### src/rtl/tank_move_ctrl.sv
// tank_move_ctrl: commits the tank sprite position once per frame, at the start of vertical blank.
// The position comes from local buttons or from a remote link. Define TANK_WRAP_EN to make local moves wrap.
module tank_move_ctrl #(
    parameter logic [11:0] X_INIT    = 12'd100,
    parameter logic [11:0] Y_INIT    = 12'd400,
    parameter logic [11:0] X_LIM     = 12'd736,
    parameter logic [11:0] Y_LIM     = 12'd536,
    parameter logic [11:0] STEP      = 12'd4,
    parameter logic [3:0]  FRAME_DIV = 4'd2
) (
    input  logic        clk,
    input  logic        rst,
    input  logic        vblnk,
    input  logic        SelectMode,
    input  logic        mv_up,
    input  logic        mv_down,
    input  logic        mv_left,
    input  logic        mv_right,
    input  logic        remote_valid,
    input  logic [9:0]  remote_x,
    input  logic [9:0]  remote_y,
    output logic        remote_ack,
    output logic [11:0] xpos,
    output logic [11:0] ypos,
    output logic        pos_upd,
    output logic        at_edge
);

    typedef enum logic [1:0] {
        IDLE   = 2'd0,
        SAMPLE = 2'd1,
        MOVE   = 2'd2,
        COMMIT = 2'd3
    } state_t;

    state_t      state_r;
    state_t      state_nxt_s;
    logic        vblnk_d_r;
    logic        vblnk_rise_s;
    logic        sample_en_s;
    logic        move_en_s;
    logic        commit_en_s;
    logic [3:0]  div_r;
    logic [3:0]  div_inc_s;
    logic        sel_r;
    logic        up_r;
    logic        down_r;
    logic        left_r;
    logic        right_r;
    logic        full_lat_r;
    logic        full_r;
    logic [11:0] hold_x_r;
    logic [11:0] hold_y_r;
    logic        ack_r;
    logic        capture_s;
    logic [12:0] step_x_s;
    logic [12:0] step_y_s;
    logic [12:0] rem_x_s;
    logic [12:0] rem_y_s;
    logic [11:0] calc_x_s;
    logic [11:0] calc_y_s;
    logic        calc_edge_s;
    logic [11:0] next_x_r;
    logic [11:0] next_y_r;
    logic        next_edge_r;
    logic [11:0] xpos_r;
    logic [11:0] ypos_r;
    logic        upd_r;
    logic        edge_r;

    // Local move on one axis. The result is {limit_hit, new_pos}. The sum is 13 bits wide to catch overflow.
    function automatic logic [12:0] local_step(input logic [11:0] pos, input logic [11:0] lim,
                                               input logic inc, input logic dec);
        logic [12:0] sum_v;
        logic [12:0] res_v;
        sum_v = {1'b0, pos} + {1'b0, STEP};
        res_v = {1'b0, pos};
        if (inc && !dec) begin
            if (sum_v > {1'b0, lim}) begin
`ifdef TANK_WRAP_EN
                res_v = {1'b1, sum_v[11:0] - lim - 12'd1};
`else
                res_v = {1'b1, lim};
`endif
            end else begin
                res_v = {1'b0, sum_v[11:0]};
            end
        end else if (dec && !inc) begin
            if (pos < STEP) begin
`ifdef TANK_WRAP_EN
                res_v = {1'b1, lim - (STEP - pos - 12'd1)};
`else
                res_v = {1'b1, 12'd0};
`endif
            end else begin
                res_v = {1'b0, pos - STEP};
            end
        end else begin
            res_v = {1'b0, pos};
        end
        return res_v;
    endfunction

    // Remote positions are always clamped, even in wrap builds
    function automatic logic [12:0] remote_clamp(input logic [11:0] val, input logic [11:0] lim);
        logic [12:0] res_v;
        if (val > lim) begin
            res_v = {1'b1, lim};
        end else begin
            res_v = {1'b0, val};
        end
        return res_v;
    endfunction

    assign vblnk_rise_s = vblnk & ~vblnk_d_r;
    assign capture_s    = remote_valid & ~full_r;
    assign div_inc_s    = (div_r >= (FRAME_DIV - 4'd1)) ? 4'd0 : (div_r + 4'd1);

    // FSM state register
    always_ff @(posedge clk or negedge rst) begin
        if (!rst) begin
            state_r <= IDLE;
        end else begin
            state_r <= state_nxt_s;
        end
    end

    // FSM next-state logic
    always_comb begin
        state_nxt_s = state_r;
        case (state_r)
            IDLE: begin
                if (vblnk_rise_s) begin
                    state_nxt_s = SAMPLE;
                end else begin
                    state_nxt_s = IDLE;
                end
            end
            SAMPLE:  state_nxt_s = MOVE;
            MOVE:    state_nxt_s = COMMIT;
            COMMIT:  state_nxt_s = IDLE;
            default: state_nxt_s = IDLE;
        endcase
    end

    // FSM phase strobes
    always_comb begin
        sample_en_s = 1'b0;
        move_en_s   = 1'b0;
        commit_en_s = 1'b0;
        case (state_r)
            SAMPLE:  sample_en_s = 1'b1;
            MOVE:    move_en_s   = 1'b1;
            COMMIT:  commit_en_s = 1'b1;
            default: sample_en_s = 1'b0;
        endcase
    end

    // The vblnk history resets high, so a blank already in progress at reset release is not seen as an edge
    always_ff @(posedge clk or negedge rst) begin
        if (!rst) begin
            vblnk_d_r <= 1'b1;
        end else begin
            vblnk_d_r <= vblnk;
        end
    end

    // Snapshot of the mode, the buttons and the holding status, plus the frame divider step
    always_ff @(posedge clk or negedge rst) begin
        if (!rst) begin
            div_r      <= 4'd0;
            sel_r      <= 1'b0;
            up_r       <= 1'b0;
            down_r     <= 1'b0;
            left_r     <= 1'b0;
            right_r    <= 1'b0;
            full_lat_r <= 1'b0;
        end else if (sample_en_s) begin
            div_r      <= div_inc_s;
            sel_r      <= SelectMode;
            up_r       <= mv_up;
            down_r     <= mv_down;
            left_r     <= mv_left;
            right_r    <= mv_right;
            full_lat_r <= full_r;
        end
    end

    // Single-entry remote holding register. A capture takes priority over the clear at commit.
    always_ff @(posedge clk or negedge rst) begin
        if (!rst) begin
            full_r   <= 1'b0;
            hold_x_r <= 12'd0;
            hold_y_r <= 12'd0;
            ack_r    <= 1'b0;
        end else begin
            ack_r <= capture_s;
            if (capture_s) begin
                full_r   <= 1'b1;
                hold_x_r <= {2'b00, remote_x};
                hold_y_r <= {2'b00, remote_y};
            end else if (commit_en_s && sel_r && full_lat_r) begin
                full_r <= 1'b0;
            end
        end
    end

    // Candidate position for this frame
    always_comb begin
        step_x_s    = local_step(xpos_r, X_LIM, right_r, left_r);
        step_y_s    = local_step(ypos_r, Y_LIM, down_r, up_r);
        rem_x_s     = remote_clamp(hold_x_r, X_LIM);
        rem_y_s     = remote_clamp(hold_y_r, Y_LIM);
        calc_x_s    = xpos_r;
        calc_y_s    = ypos_r;
        calc_edge_s = 1'b0;
        if (sel_r) begin
            if (full_lat_r) begin
                calc_x_s    = rem_x_s[11:0];
                calc_y_s    = rem_y_s[11:0];
                calc_edge_s = rem_x_s[12] | rem_y_s[12];
            end else begin
                calc_edge_s = 1'b0;
            end
        end else if (div_r == 4'd0) begin
            calc_x_s    = step_x_s[11:0];
            calc_y_s    = step_y_s[11:0];
            calc_edge_s = step_x_s[12] | step_y_s[12];
        end else begin
            calc_edge_s = 1'b0;
        end
    end

    // Hold the computed position until the commit phase
    always_ff @(posedge clk or negedge rst) begin
        if (!rst) begin
            next_x_r    <= X_INIT;
            next_y_r    <= Y_INIT;
            next_edge_r <= 1'b0;
        end else if (move_en_s) begin
            next_x_r    <= calc_x_s;
            next_y_r    <= calc_y_s;
            next_edge_r <= calc_edge_s;
        end
    end

    // Committed outputs. pos_upd pulses on every commit, even when the position does not change.
    always_ff @(posedge clk or negedge rst) begin
        if (!rst) begin
            xpos_r <= X_INIT;
            ypos_r <= Y_INIT;
            upd_r  <= 1'b0;
            edge_r <= 1'b0;
        end else begin
            upd_r <= commit_en_s;
            if (commit_en_s) begin
                xpos_r <= next_x_r;
                ypos_r <= next_y_r;
                edge_r <= next_edge_r;
            end
        end
    end

    assign remote_ack = ack_r;
    assign xpos       = xpos_r;
    assign ypos       = ypos_r;
    assign pos_upd    = upd_r;
    assign at_edge    = edge_r;

endmodule
### config.mk
export PLATFORM = sky130hd
export DESIGN_NAME = tank_move_ctrl
export DESIGN_NICKNAME = d
export VERILOG_FILES = /design/src/rtl/tank_move_ctrl.sv
export SDC_FILE = /design/constraint.sdc
export NUM_CORES = 1
export LEC_CHECK = 0
export CAP_MARGIN = 5
export CORE_ASPECT_RATIO = 1.1
export CORE_MARGIN = 2
export CORE_UTILIZATION = 24
export CTS_CLUSTER_DIAMETER = 200
export DETAILED_ROUTE_END_ITERATION = 10
export MAX_ROUTING_LAYER = met4
export SLEW_MARGIN = 20
export SYNTH_ARGS = -nofsm -noshare
export SYNTH_HDL_FRONTEND = slang
export SYNTH_SLANG_ARGS = --single-unit
### constraint.sdc
create_clock -name clk -period 2.25 [get_ports clk]
set_input_delay 0.45 -clock clk [delete_from_list [all_inputs] [get_ports clk]]
set_output_delay 0.45 -clock clk [all_outputs]
set_load 0.005 [all_outputs]
# Yosys cells after proc, flatten, opt, wreduce, memory -nomap -nowiden
# Cells that the tools add are included.
[op_classes] mux=27 eq_ne=3 order_cmp=7 n_addsub=5 bitwise_logic=6 n_reduce_logical=13
[ops] op="$mux W13" n=10
[ops] op="$mux W12" n=6
[ops] op="$add A12 B3 Y13 const B" n=2
[ops] op="$gt A13 B10 Y1 const B" n=2
[ops] op="$lt A12 B3 Y1 const B" n=2
[ops] op="$sub A12 B3 Y12 const B" n=2
[ops] op="$gt A10 B10 Y1 const B" n=2
[ops] op="$mux W1" n=9
[ops] op="$pmux W2 S4" n=1
[ops] op="$logic_and A1 B1 Y1" n=6
[ops] op="$add A4 B1 Y4 const B" n=1
[ops] op="$eq A2 B2 Y1 const B" n=2
[ops] op="$ge A4 B1 Y1 const B" n=1
[ops] op="$logic_not A1 Y1" n=4
[ops] op="$logic_not A4 Y1" n=1
[ops] op="$mux W4" n=1
[ops] op="$and A1 B1 Y1" n=2
[ops] op="$eq A2 B1 Y1 const B" n=1
[ops] op="$logic_not A2 Y1" n=1
[ops] op="$not A1 Y1" n=2
[ops] op="$or A1 B1 Y1" n=2
[ops] op="$reduce_bool A2 Y1" n=1
[totals] register_bits=86 in_bits=29 word_cells=81 output_inout_bits=27

# Logic depth before layout (Yosys ltp)
[depth] word_depth=7 ltp_mapped=9 mapped_depth_nobuf=8

# Worst setup path before layout
# Ideal clock, no wire load.
[synth_path] path_type="flip-flop to flip-flop" startpoint="register xpos_r[2], in the netlist xpos[2]" endpoint="register next_x_r[3]" period_less_slack_ns=2.322 n_path_buf=1 slack_ns=-0.072 t_required_ns=2.173 arrival_ns=2.245 setup_time_ns=0.077 path_stages_with_launch=9 path_cell_list="dfstp_2 ha_1 and4_1 buf_2 o2111ai_1 a21oi_1 o211ai_1 or4b_1 a21oi_1"
[synth_via] elab_chain_cells=6 word_cells_on_any_way=10 cone_classes="add/sub (2); order compare (2); mux (6)"
[synth_rtl] element="start: declaration" line="66" rtl="logic [11:0] xpos_r;"
[synth_rtl] element="start signal: assignment" line="257" rtl="xpos_r <= next_x_r;"
[synth_rtl] element="$add A12 B3 Y13 (tied with other cells)" line="76" rtl="sum_v = {1'b0, pos} + {1'b0, STEP};"
[synth_rtl] element="$gt A13 B10 Y1 / $mux W13 (equally long branches)" line="79, 89"
[synth_rtl] element="$mux W13, on equally long branches" line="79, 88"
[synth_rtl] element="$mux W13 *" line="78" rtl="if (inc && !dec) begin"
[synth_rtl] element="$mux W12 *" line="225" rtl="end else if (div_r == 4'd0) begin"
[synth_rtl] element="$mux W12 *" line="217" rtl="if (sel_r) begin"
[synth_rtl] element="end signal: assignment" line="241" rtl="next_x_r <= calc_x_s;"
[synth_rtl] element="end: declaration" line="63" rtl="logic [11:0] next_x_r;"
# Every way passes the cells marked *; elsewhere a longest branch is shown, timed or not.
# A chain may end at the register's enable or synchronous reset.

# Final worst setup path
[layout_path] startpoint="register xpos_r[2], in the netlist xpos[2]" endpoint="register next_x_r[7]"
# The elaborated chain is that of the path after synthesis.

==> results.yml <==
worst_setup_path:
  worstSetupEndpointType: "flop"
  worstReg2RegStart: "xpos[2]$_DFFE_PN1P_"
  rr_worst_depth: 11
  cpMostUsedCell: "buf_4"
  ff2ff_setup_slack_ns: 0.04
  arrival_ns: 2.44
  required_ns: 2.48
  crit_path_end: "next_x_r[7]$_DFFE_PN0P_"
  slowest_delay_ns: 0.39
  cp_max_fo: 7
  r2r_end: "next_x_r[7]$_DFFE_PN0P_"
  setup.worst_path.start: "xpos[2]$_DFFE_PN1P_"
  cpMaxStageDelayCell: "dfstp_2"
  path_class: "reg2reg"
  crit_chain: "buf_4 -> inv_2 -> ha_4 -> nand4bb_1 -> buf_6 -> o41ai_4 -> buf_4 -> nor2_2 -> o32ai_2 -> o22a_1 -> o21ai_1"
  cp-start-kind: "flop"
pwr:
  vdd_drop_max_mv: 0.517
  power_mw: 11.2
  switching_share_pct: 43.2
  sequentialPowerShare_pct: 26.8
  power_density_mw_per_mm2: 1550
  p_int_mw: 6.37
  p_leak_nw: 2.84
  power_frac_clock_pct: 14.0
  p_switching_mw: 4.84
  power_frac_comb_pct: 59.2
drt:
  vias: 5015
  drtAntennaViolNets: 0
  wl_per_cell_um: 16.8
  drt_iter0_markers: 284
  route.detailed.drc: 0
  avgViaCountPerCell: 5.09
  dr.pass1.iters: 5
  totalWireLength_mm: 16.6
synth:
  synth_most_common_cell: "dfrtp_1"
  yosys-top-cells-count: "dfrtp_1 (73), o21ai_0 (51), nand2_1 (47), nor2_1 (40)"
  synth_ff_type: "dfrtp_1"
  ys_ff_latch: 86
  syn_nets: 613
  synth_largest_area_cell: "dfrtp_1"
  synth_area_leaders: "dfrtp_1 (35%), mux2_2 (7.5%), dfstp_2 (6.5%), o21ai_0 (4.9%), nand2_1 (3.4%)"
  yosysTopAreaCellShare_pct: 34.9
  synth-seq-area-share_pct: 41.5
  synth-edff-count: 0
  synth_warnings: 0
  syn_area_per_cell_sq_um: 9.16
  synthCells: 571
  async_flop_share_pct: 100
  ys_types: 72
  syn_area_sq_mm: 0.00523
timing:
  fin_ws_ns: 0.0445
  rsz0062_at_grt: "yes"
  setup_violations: 0
  final.period_utilization_pct: 98.0
  skew_ns: 0.00816
  tightest_slew_ns: 0.502
  slew_headroom_pct: 66.2
  period_minus_slack_ns: 2.21
  drv_slew: 0
  setup_tns_ns: 0
  timing.final.hold_violations: 0
  fmax_ghz: 0.453
clock_network:
  postCtsHoldBufs: 0
  clk_path_buf_depth: 2
  cts_buffers: 9
  clkTransAtPathRegs_ns: 0.07
  cts_tree: "done"
  htreeDepth: 3
  clock_latency_ns: 0.35
  cts-root-buf: "clkbuf_16"
  clkSinkCount: 86
final_layout:
  area_delta_synth_final_pct: 38.1
  drive_gt1_share_pct: 29.4
  final_nets: 732
  num_antenna_cells: 0
  num-fill-cells: 2209
die:
  die_h_um: 159
  dieArea_sq_mm: 0.0230
  initial_core_util_pct: 24.5
  die_w_um: 145
  rows: 56
  ios: 56
  core_region_area_sq_mm: 0.0214
placed_design:
  gp_congestion: 0.911
  numPortBuffers: 55
  dp_slack_ns: -0.0449
  dp.final_hpwl_mm: 11.8
status:
  outcome: "finished clean"
flow_run:
  max_cap_violations: 0
grt:
  antenna_found_initial: 0
  grt_pass1_wl_mm: 25.9
  grt_use_total_pct: 14.7
  grt_pass1_vias: 4723
  grt_max_degree: 54
  grt_overflow: 0
min_path:
  hold_class: "in2async"
-- repair_timing --
item                       CTS  global route
setup endpoints to repair    1            20
gates resized for setup      1            40
hold endpoints to repair     0             0
pin swaps                    2            19
setup buffers                3            18
-- stage by stage --
stage,cells,hold slack (ns),utilization (%),area (sq um)
floorplan,571,0.154,-,5250
finish,985,0.0448,33.8,7220
global placement,948,0.430,30.7,6560
CTS,967,0.0582,32.3,6890
global route,985,0.0780,33.8,7220
detailed placement,948,0.432,30.7,6560
-- cells by family after synthesis --
kind of cell               count (synthesis)  share of synthesized area (%)
AOI/OAI and AO/OA                        183                           23.3
xor gates and xnor gates                  11                           1.84
adders and majority gates                 13                           3.11
buffers and inverters                     63                           4.98
DFF                                       86                           41.5
muxes                                     39                           8.30
and+or+nand+nor                          176                           17.0
-- power groups by stage --
stage | combinational [mW] | clock, mW | sequential [mW]
after floorplan | 3.61 | 0 | 2.85
after global placement | 6.01 | 0 | 3.00
after detailed placement | 6.03 | 0 | 3.02
after CTS | 6.09 | 1.60 | 2.99
after global routing | 7.22 | 1.66 | 3.10
final | 6.64 | 1.57 | 3.00
-- how the worst min path moves through the flow --
stage | endpoint | slack (ns) | depth (start not counted)
floorplan | at_edge$_DFFE_PN0P_ | 0.15 | 0
global placement | hold_x_r[2]$_DFFE_PN0P_ | 0.43 | 1
detailed placement | hold_x_r[1]$_DFFE_PN0P_ | 0.43 | 1
CTS | pos_upd$_DFF_PN0_ | 0.06 | 1
global route | pos_upd$_DFF_PN0_ | 0.08 | 1
finish | pos_upd$_DFF_PN0_ | 0.04 | 1
-- critical path: cells and delay by family, from the launching register on --
kind / cells / cell delay [ns]
compound gates: 4 / 0.76
fa+ha+maj: 1 / 0.15
buf+inv: 4 / 0.58
flops: 1 / 0.39
simple gates: 2 / 0.20
-- metal layers --
metal	GRT usage, %	vias up	wire (um)
li1	-	2353	-
met1	20.6	2444	7690
met2	21.9	190	7760
met3	1.66	28	779
met4	5.21	0	355
met5	-	-	0
-- area by class of cell --
cell class	count	area, sq um	share of cell area (%)
Inverter	22	82.6	1.14
Timing Repair Buffer	149	1310	18.1
Sequential cell	86	2170	30.1
Clock inverter	5	66.3	0.918
Tap cell	290	363	5.03
Clock buffer	11	243	3.36
Multi-Input combinational cell	422	2980	41.3
-- layout by cell type (no fill, tap or decap), types with 4 or more instances in the layout --
| cell type | n |
|---|---|
| nand3_1 | 21 |
| o31ai_1 | 4 |
| nor4_2 | 4 |
| a221oi_1 | 4 |
| nand4_1 | 4 |
| inv_1 | 19 |
| mux2i_1 | 4 |
| buf_6 | 5 |
| mux2_2 | 35 |
| o21ai_1 | 8 |
| nor4_1 | 4 |
| nor2b_1 | 7 |
| buf_4 | 87 |
| nor2_1 | 39 |
| a21oi_1 | 32 |
| dfstp_2 | 13 |
| o211ai_1 | 7 |
| o22ai_1 | 6 |
| a211oi_1 | 6 |
| a21o_1 | 4 |
| xnor2_1 | 8 |
| o21ai_0 | 51 |
| a22o_1 | 4 |
| clkdlybuf4s50_1 | 54 |
| clkbuf_16 | 9 |
| ha_1 | 10 |
| nor3_1 | 12 |
| a31oi_1 | 10 |
| dfrtp_1 | 70 |
| nand2_1 | 47 |
-- state kept, by name, summed over array words and instances (netlist names) --
signal and cells:
down_r 1, remote_ack 1, full_r 1, xpos 12
next_y_r 12, state_r 2, left_r 1, hold_y_r 10
next_x_r 12, ypos 12, right_r 1, at_edge 1
up_r 1, pos_upd 1, full_lat_r 1, hold_x_r 10
div_r 4, next_edge_r 1, vblnk_d_r 1, sel_r 1
Power figures use the tool's default switching activity.
